[config.mk]
export PLATFORM = sky130hd
export DESIGN_NAME = disp_vramctrl_flat
export DESIGN_NICKNAME = d
export VERILOG_FILES = /design/src/rtl/disp_vramctrl_pkg.sv /design/src/rtl/disp_vramctrl_if.sv /design/src/rtl/disp_vramctrl.sv /design/src/flat_wrapper.sv
export SDC_FILE = /design/constraint.sdc
export NUM_CORES = 1
export LEC_CHECK = 0
export CAP_MARGIN = 20
export CORE_ASPECT_RATIO = 2
export CORE_MARGIN = 2
export CORE_UTILIZATION = 40
export DETAILED_ROUTE_END_ITERATION = 10
export MAX_ROUTING_LAYER = met4
export PLACE_DENSITY = 0.77
export SLEW_MARGIN = 10
export SYNTH_ARGS = -nofsm -noshare
export SYNTH_HDL_FRONTEND = slang
export SYNTH_SLANG_ARGS = --single-unit
[constraint.sdc]
create_clock -name ACLK -period 2.4 [get_ports ACLK]
set_clock_uncertainty 0.15 [all_clocks]
set_input_delay 0.36 -clock ACLK [delete_from_list [all_inputs] [get_ports ACLK]]
set_output_delay 0.36 -clock ACLK [all_outputs]
set_load 0.02 [all_outputs]
[src/rtl/disp_vramctrl_pkg.sv]
// Shared constants and helpers for the display VRAM read controller.
package disp_pkg;

    localparam int unsigned AXI_ADDR_W      = 32;
    localparam int unsigned AXI_DATA_W      = 32;
    localparam int unsigned AXI_LEN_W       = 8;
    localparam int unsigned BYTES_PER_PIXEL = 4;
    localparam int unsigned BASE_W          = 29;
    localparam int unsigned BASE_LSB        = 6;

    typedef logic [1:0] state_t;

    localparam state_t S_IDLE     = 2'd0;
    localparam state_t S_WAIT_BUF = 2'd1;
    localparam state_t S_ADDR     = 2'd2;
    localparam state_t S_DATA     = 2'd3;

    function automatic int unsigned frame_bursts(input int unsigned h_pixels,
                                                 input int unsigned v_lines,
                                                 input int unsigned burst_len);
        return (h_pixels * v_lines) / burst_len;
    endfunction

endpackage

[src/rtl/disp_vramctrl_if.sv]
// AXI4 read channel plus display line-buffer write port seen by the VRAM controller.
interface disp_vramctrl_if;
    import disp_pkg::*;

    logic [AXI_ADDR_W-1:0] ARADDR;
    logic [AXI_LEN_W-1:0]  ARLEN;
    logic                  ARVALID;
    logic                  ARREADY;
    logic [AXI_DATA_W-1:0] RDATA;
    logic                  RLAST;
    logic                  RVALID;
    logic                  RREADY;
    logic [AXI_DATA_W-1:0] BUF_WDATA;
    logic                  BUF_WREN;
    logic                  BUF_WREADY;

    modport master (
        output ARADDR, ARLEN, ARVALID, RREADY, BUF_WDATA, BUF_WREN,
        input  ARREADY, RDATA, RLAST, RVALID, BUF_WREADY
    );

    modport slave (
        input  ARADDR, ARLEN, ARVALID, RREADY, BUF_WDATA, BUF_WREN,
        output ARREADY, RDATA, RLAST, RVALID, BUF_WREADY
    );

endinterface

[src/rtl/disp_vramctrl.sv]
// Display VRAM read controller: one frame of AXI read bursts per VSYNC falling edge,
// pixel words forwarded to the line buffer one cycle after each accepted beat.
module disp_vramctrl
    import disp_pkg::*;
#(
    parameter int unsigned H_PIXELS  = 640,
    parameter int unsigned V_LINES   = 480,
    parameter int unsigned BURST_LEN = 16
) (
    input  logic              ACLK,
    input  logic              ARST_X,
    input  logic              DSP_VSYNC_X,
    input  logic              DISPON,
    input  logic [BASE_W-1:0] DISPADDR,
    disp_vramctrl_if.master   vram
);

    localparam int unsigned FRAME_BURSTS = frame_bursts(H_PIXELS, V_LINES, BURST_LEN);
    localparam logic [AXI_ADDR_W-1:0] BURST_BYTES =
        AXI_ADDR_W'(BURST_LEN * BYTES_PER_PIXEL);
    localparam logic [31:0] LAST_BURST = 32'(FRAME_BURSTS - 1);

    state_t                   r_state;
    state_t                   w_state_d;
    logic                     r_vsync;
    logic [BASE_W-BASE_LSB-1:0] r_base;
    logic [31:0]              r_burst_cnt;
    logic                     r_pending;
    logic [AXI_ADDR_W-1:0]    r_araddr;
    logic [AXI_DATA_W-1:0]    r_wdata;
    logic                     r_wren;

    logic w_fs;
    logic w_beat;
    logic w_last;
    logic w_restart;
    logic w_relatch;
    logic w_issue;
    logic w_unused_addr_lsb;

    assign w_fs      = r_vsync & ~DSP_VSYNC_X;
    assign w_beat    = (r_state == S_DATA) & vram.RVALID;
    assign w_last    = w_beat & vram.RLAST;
    // A frame start seen while busy is only honoured at a burst boundary.
    assign w_restart = ((r_state == S_WAIT_BUF) & w_fs) | (w_last & (r_pending | w_fs));
    assign w_relatch = ((r_state == S_IDLE) & w_fs) | w_restart;
    assign w_issue   = (r_state == S_WAIT_BUF) & vram.BUF_WREADY & ~w_fs;

    assign w_unused_addr_lsb = ^DISPADDR[BASE_LSB-1:0];

    always_comb begin
        w_state_d = r_state;
        if (w_relatch) begin
            w_state_d = DISPON ? S_WAIT_BUF : S_IDLE;
        end else begin
            case (r_state)
                S_WAIT_BUF: if (vram.BUF_WREADY) w_state_d = S_ADDR;
                S_ADDR:     if (vram.ARREADY)    w_state_d = S_DATA;
                S_DATA: begin
                    if (w_last) begin
                        w_state_d = (r_burst_cnt == LAST_BURST) ? S_IDLE : S_WAIT_BUF;
                    end
                end
                default:    w_state_d = r_state;
            endcase
        end
    end

    always_ff @(posedge ACLK or negedge ARST_X) begin
        if (!ARST_X) begin
            r_state     <= S_IDLE;
            r_vsync     <= 1'b0;
            r_base      <= '0;
            r_burst_cnt <= '0;
            r_pending   <= 1'b0;
            r_araddr    <= '0;
            r_wdata     <= '0;
            r_wren      <= 1'b0;
        end else begin
            r_state <= w_state_d;
            r_vsync <= DSP_VSYNC_X;

            if (w_relatch) begin
                r_base      <= DISPADDR[BASE_W-1:BASE_LSB];
                r_burst_cnt <= '0;
            end else if (w_last) begin
                r_burst_cnt <= r_burst_cnt + 32'd1;
            end

            if (w_restart) begin
                r_pending <= 1'b0;
            end else if (w_fs && (r_state == S_ADDR || r_state == S_DATA)) begin
                r_pending <= 1'b1;
            end

            if (w_issue) begin
                r_araddr <= {{(AXI_ADDR_W-BASE_W){1'b0}}, r_base, {BASE_LSB{1'b0}}}
                            + r_burst_cnt * BURST_BYTES;
            end

            r_wren <= w_beat;
            if (w_beat) r_wdata <= vram.RDATA;
        end
    end

    assign vram.ARADDR    = r_araddr;
    assign vram.ARLEN     = AXI_LEN_W'(BURST_LEN - 1);
    assign vram.ARVALID   = (r_state == S_ADDR);
    assign vram.RREADY    = (r_state == S_DATA);
    assign vram.BUF_WDATA = r_wdata;
    assign vram.BUF_WREN  = r_wren;

endmodule

[src/flat_wrapper.sv]
// flat-port wrapper written by rule: the top's interface ports become plain ports
module disp_vramctrl_flat import disp_pkg::*;
#(
    parameter int unsigned H_PIXELS  = 640,
    parameter int unsigned V_LINES   = 480,
    parameter int unsigned BURST_LEN = 16
)
  (ACLK, ARST_X, DSP_VSYNC_X, DISPON, DISPADDR, vram_ARADDR, vram_ARLEN, vram_ARVALID, vram_RREADY, vram_BUF_WDATA, vram_BUF_WREN, vram_ARREADY, vram_RDATA, vram_RLAST, vram_RVALID, vram_BUF_WREADY);
  disp_vramctrl_if vram_i ();
  input  logic ACLK;
  input  logic ARST_X;
  input  logic DSP_VSYNC_X;
  input  logic DISPON;
  input  logic [BASE_W-1:0] DISPADDR;
  output wire logic [$bits(vram_i.ARADDR)-1:0] vram_ARADDR;
  output wire logic [$bits(vram_i.ARLEN)-1:0] vram_ARLEN;
  output wire logic [$bits(vram_i.ARVALID)-1:0] vram_ARVALID;
  output wire logic [$bits(vram_i.RREADY)-1:0] vram_RREADY;
  output wire logic [$bits(vram_i.BUF_WDATA)-1:0] vram_BUF_WDATA;
  output wire logic [$bits(vram_i.BUF_WREN)-1:0] vram_BUF_WREN;
  input wire logic [$bits(vram_i.ARREADY)-1:0] vram_ARREADY;
  input wire logic [$bits(vram_i.RDATA)-1:0] vram_RDATA;
  input wire logic [$bits(vram_i.RLAST)-1:0] vram_RLAST;
  input wire logic [$bits(vram_i.RVALID)-1:0] vram_RVALID;
  input wire logic [$bits(vram_i.BUF_WREADY)-1:0] vram_BUF_WREADY;
  assign vram_ARADDR = vram_i.ARADDR;
  assign vram_ARLEN = vram_i.ARLEN;
  assign vram_ARVALID = vram_i.ARVALID;
  assign vram_RREADY = vram_i.RREADY;
  assign vram_BUF_WDATA = vram_i.BUF_WDATA;
  assign vram_BUF_WREN = vram_i.BUF_WREN;
  assign vram_i.ARREADY = vram_ARREADY;
  assign vram_i.RDATA = vram_RDATA;
  assign vram_i.RLAST = vram_RLAST;
  assign vram_i.RVALID = vram_RVALID;
  assign vram_i.BUF_WREADY = vram_BUF_WREADY;
  disp_vramctrl #(.H_PIXELS(H_PIXELS), .V_LINES(V_LINES), .BURST_LEN(BURST_LEN)) u_core (.ACLK(ACLK), .ARST_X(ARST_X), .DSP_VSYNC_X(DSP_VSYNC_X), .DISPON(DISPON), .DISPADDR(DISPADDR), .vram(vram_i));
endmodule
* Yosys cells after proc, flatten, opt, wreduce, memory -nomap -nowiden
Cells that the tools add are included.
W data, S select, Z words.
** Word-level totals
- Flip-flop bits (word level) :: 124
- Bits of input ports :: 69
- Output and inout bits :: 75
- Word-level logic and storage cells :: 48
** Cells by class
- $add $sub $neg :: 2
- Equality and inequality tests :: 7
- Muxes and demuxes :: 11
- Bitwise operators :: 13
- Reduce and logical (&&, ||, !) cells :: 7
** Operators with widths (count)
- $mux W32 :: 2
- $add A29 B32 Y32 :: 1
- $add A32 B1 Y32 const B :: 1
- $eq A32 B15 Y1 const B :: 1
- $and A1 B1 Y1 :: 8
- $mux W2 :: 4
- $ne A3 B1 Y1 const B :: 2
- $pmux W2 S3 :: 1
- $eq A2 B2 Y1 const B :: 2
- $mux W1 :: 4
- $reduce_and A4 Y1 :: 1
- $reduce_bool A2 Y1 :: 2
- $reduce_bool A4 Y1 :: 1
- $ne A3 B2 Y1 const B :: 1
- $or A1 B1 Y1 :: 3
- $eq A2 B1 Y1 const B :: 1
- $logic_not A2 Y1 :: 1
- $not A1 Y1 :: 2
- $logic_and A1 B1 Y1 :: 1
- $logic_or A1 B1 Y1 :: 1

* Longest topological paths before layout
Gate-level depths: netlist (run 1).
- Depth after elaboration :: 8
- Depth in mapped cells :: 10
- Mapped depth without buffers :: 10

* Worst setup path after synthesis (run 1)
OpenSTA, ideal clock, no wires.
- Path type :: register -> register
- Start point :: register u_core.r_burst_cnt[0]
- End point :: register u_core.r_araddr[30] (netlist: u_core.vram.ARADDR[30])
- Library setup time :: 0.095 ns
- Data arrival time :: 2.252 ns
- Data required time :: 2.155 ns
- Slack :: -0.097 ns
- Cell stages (with the launch flop) :: 11
- Buffers on the path :: 0
- Period minus slack after synthesis :: 2.497 ns
- Cells stage by stage :: dfrtp_1 > ha_1 > inv_1 > fa_1 > nor2b_1 > o211ai_1 > a21oi_2 > o21ai_1 > a2111oi_2 > nor3_1 > o31ai_1
** Between the ends
- Word-level cells in the longest chain between the ends :: 1
** Ends and longest elaborated chain
- start, declared :: RTL line disp_vramctrl.sv:27 : logic [31:0] r_burst_cnt;
- start signal, assigned :: RTL line disp_vramctrl.sv:87 : r_burst_cnt <= r_burst_cnt + 32'd1;
- $add A29 B32 Y32 :: RTL line disp_vramctrl.sv:98 : + r_burst_cnt * BURST_BYTES;
- end signal, assigned :: RTL line disp_vramctrl.sv:97 : r_araddr <= {{(AXI_ADDR_W-BASE_W){1'b0}}, r_base, {BASE_LSB{1'b0}}}
- end, declared :: RTL line disp_vramctrl.sv:29 : logic [AXI_ADDR_W-1:0] r_araddr;
Every way passes these cells.
A chain may end at the register's enable or synchronous reset.

* Worst setup path after layout (run 1)
- Start point :: register u_core.r_base[0]
- End point :: register u_core.r_araddr[30] (netlist: u_core.vram.ARADDR[30])
** Between the ends
- Word-level cells in the longest chain between the ends :: 1
** Ends and longest elaborated chain
- start, declared :: RTL line disp_vramctrl.sv:26 : logic [BASE_W-BASE_LSB-1:0] r_base;
- start signal, assigned :: RTL line disp_vramctrl.sv:84 : r_base <= DISPADDR[BASE_W-1:BASE_LSB];
- $add A29 B32 Y32 :: RTL line disp_vramctrl.sv:98
Every way passes these cells.

==> results of run 1 <==
## path summary, 6_finish.rpt
kind                                             end  cells after the start
setup / recovery              u_core.vram.ARADDR[30]                     10
hold / removal                      u_core.r_base[3]                      2
setup reg to reg              u_core.vram.ARADDR[30]                     10
hold reg to reg            u_core.vram.BUF_WDATA[31]                      2
max in group asynchronous          u_core.r_base[19]                      3
min in group ACLK          u_core.vram.BUF_WDATA[31]                      3
## sequential cells by signal (all words and copies together), names as in the netlist
register               cells
u_core.r_state             2
u_core.vram.BUF_WDATA     32
u_core.r_pending           1
u_core.r_vsync             1
u_core.r_burst_cnt        32
u_core.vram.BUF_WREN       1
u_core.r_base             23
u_core.vram.ARADDR        26
## layer usage
| metal | vias to the layer above | global-route usage [%] | wire (um) |
|---|---|---|---|
| li1 | 2676 | - | - |
| met1 | 2668 | 20.1 | 5970 |
| met2 | 194 | 41.5 | 9860 |
| met3 | 79 | 3.44 | 605 |
| met4 | 0 | 15.7 | 1110 |
| met5 | - | - | 0 |
## final cells by class
| class | instances | area share, % |
|---|---|---|
| clock buffer | 25 | 5.54 |
| clock inverter | 4 | 0.494 |
| inverter | 13 | 0.535 |
| multi-input combinational | 511 | 36.6 |
| sequential | 118 | 32.4 |
| tap | 198 | 2.72 |
| timing repair buffer | 213 | 21.7 |
## cell families (layout without fill, tap and decap cells)
logic type | count (synthesis) | in the layout | synth area share (%)
XOR/XNOR | 39 | 39 | 5.52
flip-flops | 118 | 118 | 47.7
adder cells (fa/ha/maj) | 25 | 25 | 5.17
other | 2 | 14 | 0.121
AO/OA/AOI/OAI | 126 | 126 | 12.7
multiplexers | 23 | 23 | 4.16
AND/OR/NAND/NOR | 284 | 284 | 20.8
buffers and inverters | 46 | 255 | 3.88
## through the flow
step,setup TNS (ps),worst slack (ps)
6_report,-348,-130
5_1_grt,-1170,-304
4_1_cts,-38.7,-30.3
3_5_place_dp,-622,-196
3_3_place_gp,-467,-150
2_1_floorplan,-96.6,-96.6
## worst reg2reg max path, stage by stage, from the launching register on
cell and delay (ps):
dfrtp_1 350, ha_2 190, inv_2 40, fa_2 350, nor2b_2 150, o211ai_1 200
a21oi_2 220, o21ai_2 110, a2111oi_4 410, nor3_2 90, o31ai_1 190
## layout by cell type, fill, tap and decap left out, drive strengths merged, types with 14 or more instances in the layout
| cell | instances |
|---|---|
| a21oi | 26 |
| dfrtp | 118 |
| clkbuf | 25 |
| o21ai | 50 |
| conb | 14 |
| xnor2 | 18 |
| mux2 | 22 |
| ha | 24 |
| xor2 | 21 |
| nand3 | 14 |
| clkdlybuf4s50 | 122 |
| nand2 | 165 |
| buf | 90 |
| nor2 | 42 |
## report_power, final
part	leakage (nW)	total (mW)	internal, mW	switching [mW]
Sequential	1.51	3.14	2.68	0.455
Clock	0.275	2.37	1.54	0.838
Combinational	2.43	4.39	2.11	2.28
Total	4.22	9.90	6.32	3.57
## timing repair
action                     4_1_cts  5_1_grt
pin swaps                        8       23
hold endpoints to repair        31        0
hold buffers                     1        0
gates resized for setup         25       35
setup endpoints to repair        9       12
buffers inserted                 0        6
==> out/metrics.cfg, run 1 <==
[synthesis]
netlist_area_um2=6190
ys_seq_area_share_pct=47.7
ys_ff_latch=118
avgSynthCellArea_um2=9.34
synthTopCellsByArea=dfrtp_1 (48%), nand2_1 (9.9%), ha_1 (4.9%)
async_flop_share_pct=100
synth_area_leader_cell=dfrtp_1
ys_types=63
ys_warn_count=0
synth_most_common_cell=nand2_1
netlist_instances=663
yosysTopAreaCellShare_pct=47.7
synth_edf_count=0
synth_commonest_cells=nand2_1 (164), dfrtp_1 (118), o21ai_0 (45)
ys.flop_type=dfrtp_1

[grt]
track_usage_pct=22.4
grt_pass1_vias=5984
grt-ovfl-total=0
grt_pass1_wl_um=28400
grt_start_max_net_pins=51
antenna_found_initial=0

[worst_setup_path]
r2r_start=u_core.r_base[0]
crit_slowest_cell=a2111oi_4
critPathRequiredTime_ps=2580
crit_buf_inv=1
r2r_slack_ps=-130
worstPathCellList=ha_2 -> inv_2 -> fa_2 -> nor2b_2 -> o211ai_1 -> a21oi_2 -> o21ai_2 -> a2111oi_4 -> nor3_2 -> o31ai_1
max_stage_delay_ps=410
crit_fanout=4
arrival_ps=2710
worstSetupStartpointType=register
crit_family=compound AO/OA/AOI/OAI gates
startpoint=u_core.r_base[0]
end_kind=register
worstSetupPathType=register to register

[floorplan]
core-area_um2=15200
fp-row-count=64
fp.dieArea_um2=16500
die_x_um=92.0
start_util_pct=40.7
io_pins=144
die_h_um=180

[routing]
dr.pass1.iters=6
routed_wl_um=17500
via_per_inst=5.19
vias=5617
wl_per_cell_um=16.2
drc_errors=0
antenna_left=0
drt_iter0_drc=267

[sta]
whs_ps=307
rsz0062_at_grt=true
slew_headroom_pct=54.2
slew_viol_final=0
worst_slack_ps=-130
fmax_mhz=395
min_period_ps=2530
finalSetupViolations=5
worstMarginPinSlew_ps=680
fin_crit_sh_pct=105
hold_viol=0

[cts]
cts_buffers=17
insertion_delay_ps=410
clk_pin_slew_ps=50
cts.path.max_buffers=2
clock-sinks=118
tritoncts=built
htreeDepth=4
root_buffer=clkbuf_16

[layout]
diodes=0
area_growth_syn_to_layout_pct=47.3
drive_gt1_share_pct=21.8
utilization_pct=59.9
fillers=1236
multi_input_area_um2=3340
final_area_um2=9120
register_area_um2=2950
fin_nets=968
final_cells=1082

[job]
maxCapViolations=0

[placement]
hpwl_um=12600
dp.cells=1048
globalplace.congestion=0.977
placed_area_um2=8240
port-buffer-count=123

[run_status]
outcome=finished with violations
violations=setup timing

[pwr]
ir_worst_vdd_uv=730
p_total_mw=9.90
p_leak_nw=4.22
power_density_nw_per_um2=1090

[worst_hold_path]
hp-class=input port to asynchronous set/reset pin

No activity file was read; power rests on OpenSTA's default activity.
==> run 2: changes to the inputs <==
Settings changed: PLACE_DENSITY 0.77 to 0.74.
Clock period 2.4 ns to 3.15 ns, I/O delays scaled along.
==> out/metrics.cfg, run 2 (synthesis results as in run 1) <==
[sta]
finalSetupTns_ps=0  ; +348 ps
whs_ps=320  ; +12.6 ps
fin_crit_sh_pct=91.1  ; -14 points
slew_headroom_pct=57.1  ; +2.8 points
fmax_mhz=349  ; -12%
hold_viol=0  ; unchanged
slew_viol_final=0  ; unchanged
min_period_ps=2870  ; +339 ps
worstMarginPinSlew_ps=644  ; -35.5 ps
rsz0062_at_grt=false
finalSetupViolations=0  ; -5

[worst_hold_path]
hold_depth=2
worstHoldStart=u_core.vram.BUF_WDATA[25]
hp-class=register to register
hold_path_end=u_core.vram.BUF_WDATA[25]

[cts]
tritoncts=built
insertion_delay_ps=400  ; about the same
postCtsSetupRepairBufs=0  ; unchanged
htreeDepth=4  ; unchanged
cts_buffers=17  ; unchanged
cts_hold_buf=1  ; unchanged
cts-resized-gates=0  ; -100%
root_buffer=clkbuf_16
cts.path.max_buffers=2  ; unchanged
clk_pin_slew_ps=60  ; about the same
clock-sinks=118  ; unchanged

[worst_setup_path]
crit_fanout=5  ; +1
reg2regPathDepth=8  ; -2
worstSetupPathType=register to register
rr_endpoint=u_core.vram.ARADDR[28]
arrival_ps=3040  ; +330 ps
r2r_slack_ps=280  ; +410 ps
critPathRequiredTime_ps=3330  ; +750 ps
end_kind=register
r2r_start=u_core.r_burst_cnt[6]
worstSetupStartpointType=register

[routing]
drc_errors=0  ; unchanged
vias=5162  ; -8.1%
antenna_left=0  ; unchanged
via_per_inst=5.12  ; -1.4%
drt_iter0_drc=311  ; +16%
dr.pass1.iters=5  ; -1
wl_per_cell_um=15.1  ; -7.2%
routed_wl_um=15200  ; -14%

[pwr]
power_density_nw_per_um2=857  ; -21%
p_total_mw=7.08  ; -28%
p_leak_nw=3.76  ; -11%
ir_worst_vdd_uv=377  ; -48%

[layout]
most-common-layout-cells=nand2_1 (164), clkdlybuf4s50_1 (122), dfrtp_1 (118)
drive_gt1_share_pct=10.5  ; -11 points
fin_nets=891  ; -8.0%
multi_input_area_um2=3050  ; -8.7%
fillers=1348  ; +9.1%
area_growth_syn_to_layout_pct=33.4
mostFrequentLayoutCell=nand2_1
register_area_um2=2950  ; unchanged
final_cells=1008  ; -6.8%
diodes=0  ; unchanged

[floorplan]
core-area_um2=15200  ; unchanged
fp.dieArea_um2=16500  ; unchanged
start_util_pct=40.7  ; unchanged
die_x_um=92.0  ; unchanged
fp-row-count=64  ; unchanged
io_pins=144  ; unchanged
die_h_um=180  ; unchanged

[grt]
grt_pass1_vias=5468  ; -8.6%
track_usage_pct=20.0  ; -2.4 points
antenna_found_initial=0  ; unchanged
grt_pass1_wl_um=25800  ; -9.5%
grt_start_max_net_pins=50  ; -2.0%
grt-ovfl-total=0  ; unchanged

[run_status]
outcome=complete, no violations

[placement]
globalplace.congestion=0.922  ; -5.6%
port-buffer-count=123  ; unchanged
hpwl_um=11400  ; -9.3%
dp.cells=975  ; -7.0%

[job]
maxCapViolations=0  ; unchanged

## run 2: report_power, final
group / internal (mW) / switching (mW)
Sequential: 2.04 / 0.349
Clock: 1.19 / 0.713
Combinational: 1.28 / 1.50
Total: 4.52 / 2.56
## run 2: cell type report
class	count	share of cell area, %
tap	198	3.00
clock buffer	18	5.32
timing repair buffer	136	16.5
clock inverter	14	1.83
multi-input combinational	511	36.9
sequential	118	35.8
inverter	13	0.591
## run 2: through the flow
stage	instance area, um2	setup slack (ps)	utilization, %
3_3_place_gp	7660	384	50.3
2_1_floorplan	6240	653	-
5_1_grt	8260	138	54.3
6_report	8260	281	54.3
4_1_cts	8260	298	54.3
3_5_place_dp	7660	308	50.3
## run 2: worst max-delay path, cell delays in order (launching register included)
cell,delay [ps]
dfrtp_1,460
ha_1,360
o21ai_0,190
or4_1,550
a21o_1,190
a32oi_1,430
o21ai_0,170
xnor2_1,150
o21ai_0,150
## run 2: layer usage
| metal | vias up | part of all wire (%) | track usage [%] |
|---|---|---|---|
| li1 | 2517 | - | - |
| met3 | 40 | 3.8 | 3.98 |
| met1 | 2447 | 35 | 19.1 |
| met5 | - | 0 | - |
| met4 | 0 | 4.4 | 9.73 |
| met2 | 158 | 57 | 37.3 |
## run 2: worst max path at each step
stage | endpoint | start
6_report | u_core.vram.ARADDR[28] | u_core.r_burst_cnt[6]
3_5_place_dp | u_core.vram.ARADDR[28] | u_core.r_burst_cnt[0]
4_1_cts | u_core.vram.ARADDR[28] | u_core.r_burst_cnt[6]
2_1_floorplan | u_core.vram.ARADDR[30] | u_core.r_burst_cnt[0]
5_1_grt | u_core.vram.ARADDR[30] | u_core.r_burst_cnt[0]
3_3_place_gp | u_core.vram.ARADDR[30] | u_core.r_burst_cnt[0]
